**config.mk**
```make
export PLATFORM = sky130hd
export DESIGN_NAME = pico_ctrl_flat
export DESIGN_NICKNAME = d
export VERILOG_FILES = /design/src/rtl/pico_pkg.sv /design/src/rtl/pico_ctrl_if.sv /design/src/rtl/pico_ctrl_go_sync.sv /design/src/rtl/pico_ctrl.sv /design/src/flat_wrapper.sv
export SDC_FILE = /design/constraint.sdc
export NUM_CORES = 1
export LEC_CHECK = 0
export CORE_UTILIZATION = 42
export DETAILED_ROUTE_END_ITERATION = 16
export PLACE_DENSITY = 0.81
export SYNTH_ARGS = -nofsm -noshare
export SYNTH_HDL_FRONTEND = slang
export SYNTH_SLANG_ARGS = --single-unit
export TNS_END_PERCENT = 100
```
**constraint.sdc**
```tcl
create_clock -name Clock -period 2.3 [get_ports Clock]
set_input_delay 0.23 -clock Clock [delete_from_list [all_inputs] [get_ports Clock]]
set_output_delay 0.23 -clock Clock [all_outputs]
set_load 0.1 [all_outputs]
```
**src/rtl/pico_pkg.sv**
```systemverilog
// picoMips controller package: opcodes, sequencer states and instruction field positions.
package pico_pkg;

    typedef enum logic [3:0] {
        OpNop    = 4'h0,
        OpLdi    = 4'h1,
        OpLds    = 4'h2,
        OpLdr    = 4'h3,
        OpAddi   = 4'h4,
        OpAddr   = 4'h5,
        OpMuli   = 4'h6,
        OpStr    = 4'h7,
        OpJmp    = 4'h8,
        OpBz     = 4'h9,
        OpBneg   = 4'hA,
        OpWaitgo = 4'hB,
        OpRsvC   = 4'hC,
        OpRsvD   = 4'hD,
        OpRsvE   = 4'hE,
        OpHalt   = 4'hF
    } opcode_t;

    typedef logic [2:0] state_t;

    localparam state_t StBoot   = 3'd0;
    localparam state_t StRun    = 3'd1;
    localparam state_t StWaitHi = 3'd2;
    localparam state_t StWaitLo = 3'd3;
    localparam state_t StHalt   = 3'd4;

    // Instruction word layout: [15:12] opcode, [11:8] register, [7:0] immediate
    localparam int unsigned OpcHi = 15;
    localparam int unsigned OpcLo = 12;
    localparam int unsigned RegHi = 11;
    localparam int unsigned RegLo = 8;
    localparam int unsigned ImmHi = 7;
    localparam int unsigned ImmLo = 0;

endpackage

```
**src/rtl/pico_ctrl_if.sv**
```systemverilog
// Instruction/ALU bus between the picoMips sequencer and the ROM + accumulator ALU.
//   master : controller side (drives PC, pass-through fields and ALU strobes)
//   slave  : ROM/ALU side (drives Instr and ACC)
interface pico_ctrl_if #(
    parameter int unsigned PC_W = 5
);
    logic [15:0]     Instr;
    logic [7:0]      ACC;
    logic [PC_W-1:0] PC;
    logic [7:0]      Imm;
    logic [3:0]      RegAddr;
    logic            RegWE;
    logic            WE;
    logic            SelImm;
    logic            SelSW;
    logic            SelRegData;
    logic            UseACC;

    modport master (
        input  Instr, ACC,
        output PC, Imm, RegAddr, RegWE, WE, SelImm, SelSW, SelRegData, UseACC
    );

    modport slave (
        output Instr, ACC,
        input  PC, Imm, RegAddr, RegWE, WE, SelImm, SelSW, SelRegData, UseACC
    );
endinterface

```
**src/rtl/pico_ctrl_go_sync.sv**
```systemverilog
// go_sync: two-flop synchroniser for the asynchronous Go switch.
//   Clock    in  system clock
//   nReset   in  async active-low reset, clears both flops to 0
//   go_async in  raw switch input
//   go_s     out synchronised level
module pico_ctrl_go_sync (
    input  logic Clock,
    input  logic nReset,
    input  logic go_async,
    output logic go_s
);
    logic meta_q;
    logic sync_q;

    always_ff @(posedge Clock or negedge nReset) begin
        if (!nReset) begin
            meta_q <= 1'b0;
            sync_q <= 1'b0;
        end else begin
            meta_q <= go_async;
            sync_q <= meta_q;
        end
    end

    assign go_s = sync_q;
endmodule

```
**src/rtl/pico_ctrl.sv**
```systemverilog
// picoMips instruction sequencer and decoder.
//   Clock   in  system clock, rising edge
//   nReset  in  async active-low reset
//   bus     master side of pico_ctrl_if: Instr/ACC in; PC, Imm, RegAddr and ALU strobes out
//   Go      in  asynchronous handshake switch (WAITGO)
//   Halted  out high while in HALT
//   IRet    out retired-instruction counter (wraps)
module pico_ctrl
    import pico_pkg::*;
#(
    parameter int unsigned PC_W   = 5,
    parameter int unsigned IRET_W = 16
) (
    input  logic              Clock,
    input  logic              nReset,
    pico_ctrl_if.master       bus,
    input  logic              Go,
    output logic              Halted,
    output logic [IRET_W-1:0] IRet
);
    state_t            state_q, state_d;
    logic [PC_W-1:0]   pc_q, pc_d;
    logic [IRET_W-1:0] iret_q;
    logic              retire;
    logic              go_s;
    opcode_t           opc;
    logic [PC_W-1:0]   jump_tgt;

    logic reg_we, we, sel_imm, sel_sw, sel_reg, use_acc;

    pico_ctrl_go_sync u_go_sync (
        .Clock    (Clock),
        .nReset   (nReset),
        .go_async (Go),
        .go_s     (go_s)
    );

    assign opc      = opcode_t'(bus.Instr[OpcHi:OpcLo]);
    assign jump_tgt = bus.Instr[PC_W-1:0];

    always_comb begin
        state_d = state_q;
        pc_d    = pc_q;
        retire  = 1'b0;
        reg_we  = 1'b0;
        we      = 1'b0;
        sel_imm = 1'b0;
        sel_sw  = 1'b0;
        sel_reg = 1'b0;
        use_acc = 1'b0;

        case (state_q)
            StBoot: state_d = StRun;

            StRun: begin
                pc_d   = pc_q + PC_W'(1);
                retire = 1'b1;
                unique case (opc)
                    OpNop, OpRsvC, OpRsvD, OpRsvE: ;
                    OpLdi:  begin sel_imm = 1'b1; we = 1'b1; end
                    OpLds:  begin sel_sw  = 1'b1; we = 1'b1; end
                    OpLdr:  begin sel_reg = 1'b1; we = 1'b1; end
                    OpAddi: begin sel_imm = 1'b1; use_acc = 1'b1; we = 1'b1; end
                    OpAddr: begin sel_reg = 1'b1; use_acc = 1'b1; we = 1'b1; end
                    // Multiplier operand is the immediate itself; no mux select
                    OpMuli: begin use_acc = 1'b1; we = 1'b1; end
                    OpStr:  reg_we = 1'b1;
                    OpJmp:  pc_d = jump_tgt;
                    // ACC is already the previous instruction's result
                    OpBz:   if (bus.ACC == 8'd0) pc_d = jump_tgt;
                    OpBneg: if (bus.ACC[7]) pc_d = jump_tgt;
                    OpWaitgo: begin
                        pc_d    = pc_q;
                        retire  = 1'b0;
                        state_d = StWaitHi;
                    end
                    OpHalt: begin
                        pc_d    = pc_q;
                        retire  = 1'b0;
                        state_d = StHalt;
                    end
                endcase
            end

            StWaitHi: if (go_s) state_d = StWaitLo;

            // WAITGO retires only once the switch has been released
            StWaitLo: begin
                if (!go_s) begin
                    pc_d    = pc_q + PC_W'(1);
                    retire  = 1'b1;
                    state_d = StRun;
                end
            end

            StHalt: ;

            default: state_d = StBoot;
        endcase
    end

    always_ff @(posedge Clock or negedge nReset) begin
        if (!nReset) begin
            state_q <= StBoot;
            pc_q    <= '0;
            iret_q  <= '0;
        end else begin
            state_q <= state_d;
            pc_q    <= pc_d;
            if (retire) iret_q <= iret_q + IRET_W'(1);
        end
    end

    assign bus.PC         = pc_q;
    assign bus.Imm        = bus.Instr[ImmHi:ImmLo];
    assign bus.RegAddr    = bus.Instr[RegHi:RegLo];
    assign bus.RegWE      = reg_we;
    assign bus.WE         = we;
    assign bus.SelImm     = sel_imm;
    assign bus.SelSW      = sel_sw;
    assign bus.SelRegData = sel_reg;
    assign bus.UseACC     = use_acc;
    assign Halted         = (state_q == StHalt);
    assign IRet           = iret_q;
endmodule

```
**src/flat_wrapper.sv**
```systemverilog
// flat-port wrapper written by rule: the top's interface ports become plain ports
module pico_ctrl_flat import pico_pkg::*;
#(
    parameter int unsigned PC_W   = 5,
    parameter int unsigned IRET_W = 16
)
  (Clock, nReset, Go, Halted, IRet, bus_Instr, bus_ACC, bus_PC, bus_Imm, bus_RegAddr, bus_RegWE, bus_WE, bus_SelImm, bus_SelSW, bus_SelRegData, bus_UseACC);
  pico_ctrl_if #(.PC_W(PC_W)) bus_i ();
  input  logic Clock;
  input  logic nReset;
  input  logic Go;
  output logic Halted;
  output logic [IRET_W-1:0] IRet;
  input wire logic [$bits(bus_i.Instr)-1:0] bus_Instr;
  input wire logic [$bits(bus_i.ACC)-1:0] bus_ACC;
  output wire logic [$bits(bus_i.PC)-1:0] bus_PC;
  output wire logic [$bits(bus_i.Imm)-1:0] bus_Imm;
  output wire logic [$bits(bus_i.RegAddr)-1:0] bus_RegAddr;
  output wire logic [$bits(bus_i.RegWE)-1:0] bus_RegWE;
  output wire logic [$bits(bus_i.WE)-1:0] bus_WE;
  output wire logic [$bits(bus_i.SelImm)-1:0] bus_SelImm;
  output wire logic [$bits(bus_i.SelSW)-1:0] bus_SelSW;
  output wire logic [$bits(bus_i.SelRegData)-1:0] bus_SelRegData;
  output wire logic [$bits(bus_i.UseACC)-1:0] bus_UseACC;
  assign bus_i.Instr = bus_Instr;
  assign bus_i.ACC = bus_ACC;
  assign bus_PC = bus_i.PC;
  assign bus_Imm = bus_i.Imm;
  assign bus_RegAddr = bus_i.RegAddr;
  assign bus_RegWE = bus_i.RegWE;
  assign bus_WE = bus_i.WE;
  assign bus_SelImm = bus_i.SelImm;
  assign bus_SelSW = bus_i.SelSW;
  assign bus_SelRegData = bus_i.SelRegData;
  assign bus_UseACC = bus_i.UseACC;
  pico_ctrl #(.PC_W(PC_W), .IRET_W(IRET_W)) u_core (.Clock(Clock), .nReset(nReset), .bus(bus_i), .Go(Go), .Halted(Halted), .IRet(IRet));
endmodule
```
==> impl_metrics.csv <==
group,metric,value,unit
clocking,cts.path.max_buffers,2,
finish,fin_nets,234,
critical_path,cp.required,2.07,ns
logic_synthesis,ys_ff_latch,26,
timing,period_needed,2.18,ns
critical_path,critPathKind,"reg2out",
die,core_area,3390,um2
die,start_util,44.3,%
logic_synthesis,synth_cell_type_count,37,
logic_synthesis,synth.net_count,186,
grt,overflow,0,
grt,grt_pass1_vias,1085,
pwr,clock_power_share,13.0,%
logic_synthesis,synthArstFlopShare,100,%
timing,relSlewSlack,74.9,%
logic_synthesis,synth_top_flop_cell,"dfrtp_1",
job,maxCapViolations,0,
die,dieArea,3810,um2
logic_synthesis,synth.avg_cell_area,9.56,um2
die,die_h,61.8,um
timing,fmax,0.459,GHz
drt,drt_wl_total,3040,um
drt,drt_pass1_iterations,4,
critical_path,crit_arrival,1.95,ns
timing,layout_worst_path_cycle_share,94.8,%
clocking,cts_setup_buffers,0,
drt,drt-initial-drc-count,46,
grt,grt_pass1_wl,4790,um
grt,grt_util_all_layers,17.0,%
clocking,clock-sinks,26,
clocking,cts_tree,"built",
logic_synthesis,yosysTopAreaCell,"dfrtp_1",
clocking,hold_buffers,0,
grt,antenna_found_initial,0,
clocking,cts-resized-gates,0,
logic_synthesis,synth_warnings,0,
finish,insertedDiodeCount,0,
timing,rsz0062_at_grt,"false",
critical_path,cp_max_fo,6,
timing,maxSlewViolCount,0,
drt,via_count,1274,
clocking,insertion_delay,0.32,ns
logic_synthesis,ys_seq_area_share,43.4,%
logic_synthesis,syn-cell-area,1500,um2
finish,final_layout_size_suffix_gt1_share,26.5,%
critical_path,crit_path_end_kind,"output pin",
critical_path,startpoint_type,"flip-flop",
logic_synthesis,syn_inst,157,
place,post-dp-hpwl,2440,um
pwr,p_seq_share,29.0,%
logic_synthesis,synth_edf_count,0,
die,die_w,61.8,um
clocking,cts_made_buffers,3,
grt,grt_max_degree,27,
pwr,comb_power_share,58.1,%
timing,setup_violations,0,
timing,hold_ws,0.253,ns
hold_path,min_path_type,"in2async",
place,io_buffers,52,
drt,detail-route-antenna-nets,0,
pwr,ir_worst_vdd,0.00134,V
clocking,cts_root_buf,"clkbuf_4",
logic_synthesis,synth_top_area_share,43.4,%
timing,finClkSkew,0.00337,ns
clocking,clk_pin_slew,0.14,ns
run_status,outcome,"complete, no violations",
clocking,htreeDepth,1,
pwr,p_switching,1.32,mW
drt,vias_per_cell,5.10,
pwr,powerDensity,1160,nW/um2
logic_synthesis,synth_area_leaders,"dfrtp_1 43%, xnor2_1 7.0%, buf_4 6.5%",
timing,hold_viol,0,
place,globalplace.congestion,0.802,
finish,area_delta_synth_final,38.4,%
pwr,swShare,54.8,%
die,row_count,21,
timing,tightest_slew,0.373,ns
drt,drc,0,
drt,wl_per_cell,12.2,um
pwr,report.power.total,2.41,mW
die,io_pins,67,
pwr,p_int,1.09,mW
pwr,p_leak,0.931,nW
-- cells in the final DEF, fill, tap and decap left out, types with 3 or more instances in the layout --
cell type,Yosys,routed
a21oi_1,4,4
a221o_1,3,3
buf_12,0,6
buf_4,13,35
clkbuf_4,0,3
clkdlybuf4s50_1,0,19
dfrtp_1,26,26
inv_1,7,7
nand2_1,18,18
nand3_1,7,7
nand4_1,6,6
nor2_1,13,11
nor3_1,8,7
o21ai_0,3,3
or3_1,3,3
xnor2_1,12,12
xor2_1,6,6
-- sequential cells by signal, summed over array words and instances (netlist names) --
| signal | flops |
|---|---|
| u_core.bus.PC | 5 |
| u_core.IRet | 16 |
| u_core.state_q | 3 |
| u_core.u_go_sync.meta_q | 1 |
| u_core.u_go_sync.go_s | 1 |
-- path summary, 6_finish.rpt --
check	from	endpoint	slack (ns)	cells past startpoint
min reg2reg	u_core.u_go_sync.meta_q$_DFF_PN0_	u_core.u_go_sync.go_s$_DFF_PN0_	0.36	0
max in group asynchronous	nReset	u_core.IRet[2]$_DFFE_PN0P_	1.81	2
max	u_core.state_q[2]$_DFFE_PN0P_	bus_WE	0.12	4
min in group Clock	u_core.u_go_sync.meta_q$_DFF_PN0_	u_core.u_go_sync.go_s$_DFF_PN0_	0.36	0
max reg2reg	u_core.state_q[2]$_DFFE_PN0P_	u_core.bus.PC[2]$_DFFE_PN0P_	0.50	5
min	nReset	u_core.IRet[14]$_DFFE_PN0P_	0.25	2
-- worst max-delay path: stages (launching register included) --
cell and delay, ns:
dfrtp_1 0.44, nand2b_2 0.26, or3_1 0.40, a211oi_2 0.31, buf_12 0.21
-- metal layers --
metal  share of wire (%)  up-vias  global-route usage (%)
li1                    -      631                       -
met1                  44      608                    21.6
met2                  51       31                    29.0
met3                 4.5        4                    3.73
met4                 1.2        0                    5.08
met5                   0        -                       0
-- metrics by stage --
| stage | instance area, um2 | setup slack [ns] | TNS (ns) | cells | util, % |
|---|---|---|---|---|---|
| 2_1_floorplan | 1520 | -0.226 | -0.575 | 157 | - |
| 3_3_place_gp | 2020 | 0.210 | 0 | 246 | 59.7 |
| 3_5_place_dp | 2020 | 0.120 | 0 | 246 | 59.7 |
| 4_1_cts | 2080 | 0.116 | 0 | 250 | 61.2 |
| 5_1_grt | 2080 | 0.0462 | 0 | 250 | 61.2 |
| 6_report | 2080 | 0.120 | 0 | 250 | 61.2 |
-- cell families (layout without fill, tap and decap cells) --
group	Yosys count	after routing	synth area share, %
flip-flops	26	26	43.4
AO/OA/AOI/OAI	18	18	9.84
adder cells (fa/ha/maj)	2	2	1.67
multiplexers	1	1	0.667
buffers and inverters	24	71	9.92
AND/OR/NAND/NOR	68	68	24.0
XOR/XNOR	18	18	10.5
-- layout make-up --
cell class                 instances  area (um2)
clock inverter                     1        30.0
multi-input combinational        107         716
clock buffer                       3        22.5
inverter                           7        26.3
timing repair buffer              60         573
sequential                        26         651
fill                             269        1310
tap                               46        57.6
-- power groups by stage --
| stage | Combinational [mW] | Clock [mW] | Sequential, mW |
|---|---|---|---|
| after CTS | 1.41 | 0.316 | 0.698 |
| after floorplan | 0.425 | 0 | 1.41 |
| after detailed placement | 1.41 | 0 | 0.706 |
| final | 1.40 | 0.313 | 0.697 |
| after global placement | 1.38 | 0 | 0.704 |
| after global routing | 1.47 | 0.339 | 0.718 |
-- cells in the mapped netlist (all sizes together), types with 2 or more instances --
master,count
nor4,2
or3,3
nand3,7
dfrtp,26
nand4,6
o21ai,3
nor3,10
nor2,13
ha,2
nand2,18
buf,16
a21oi,4
xnor2,12
and3,2
inv,7
a221o,3
xor2,6
Power figures use the tool's default switching activity.
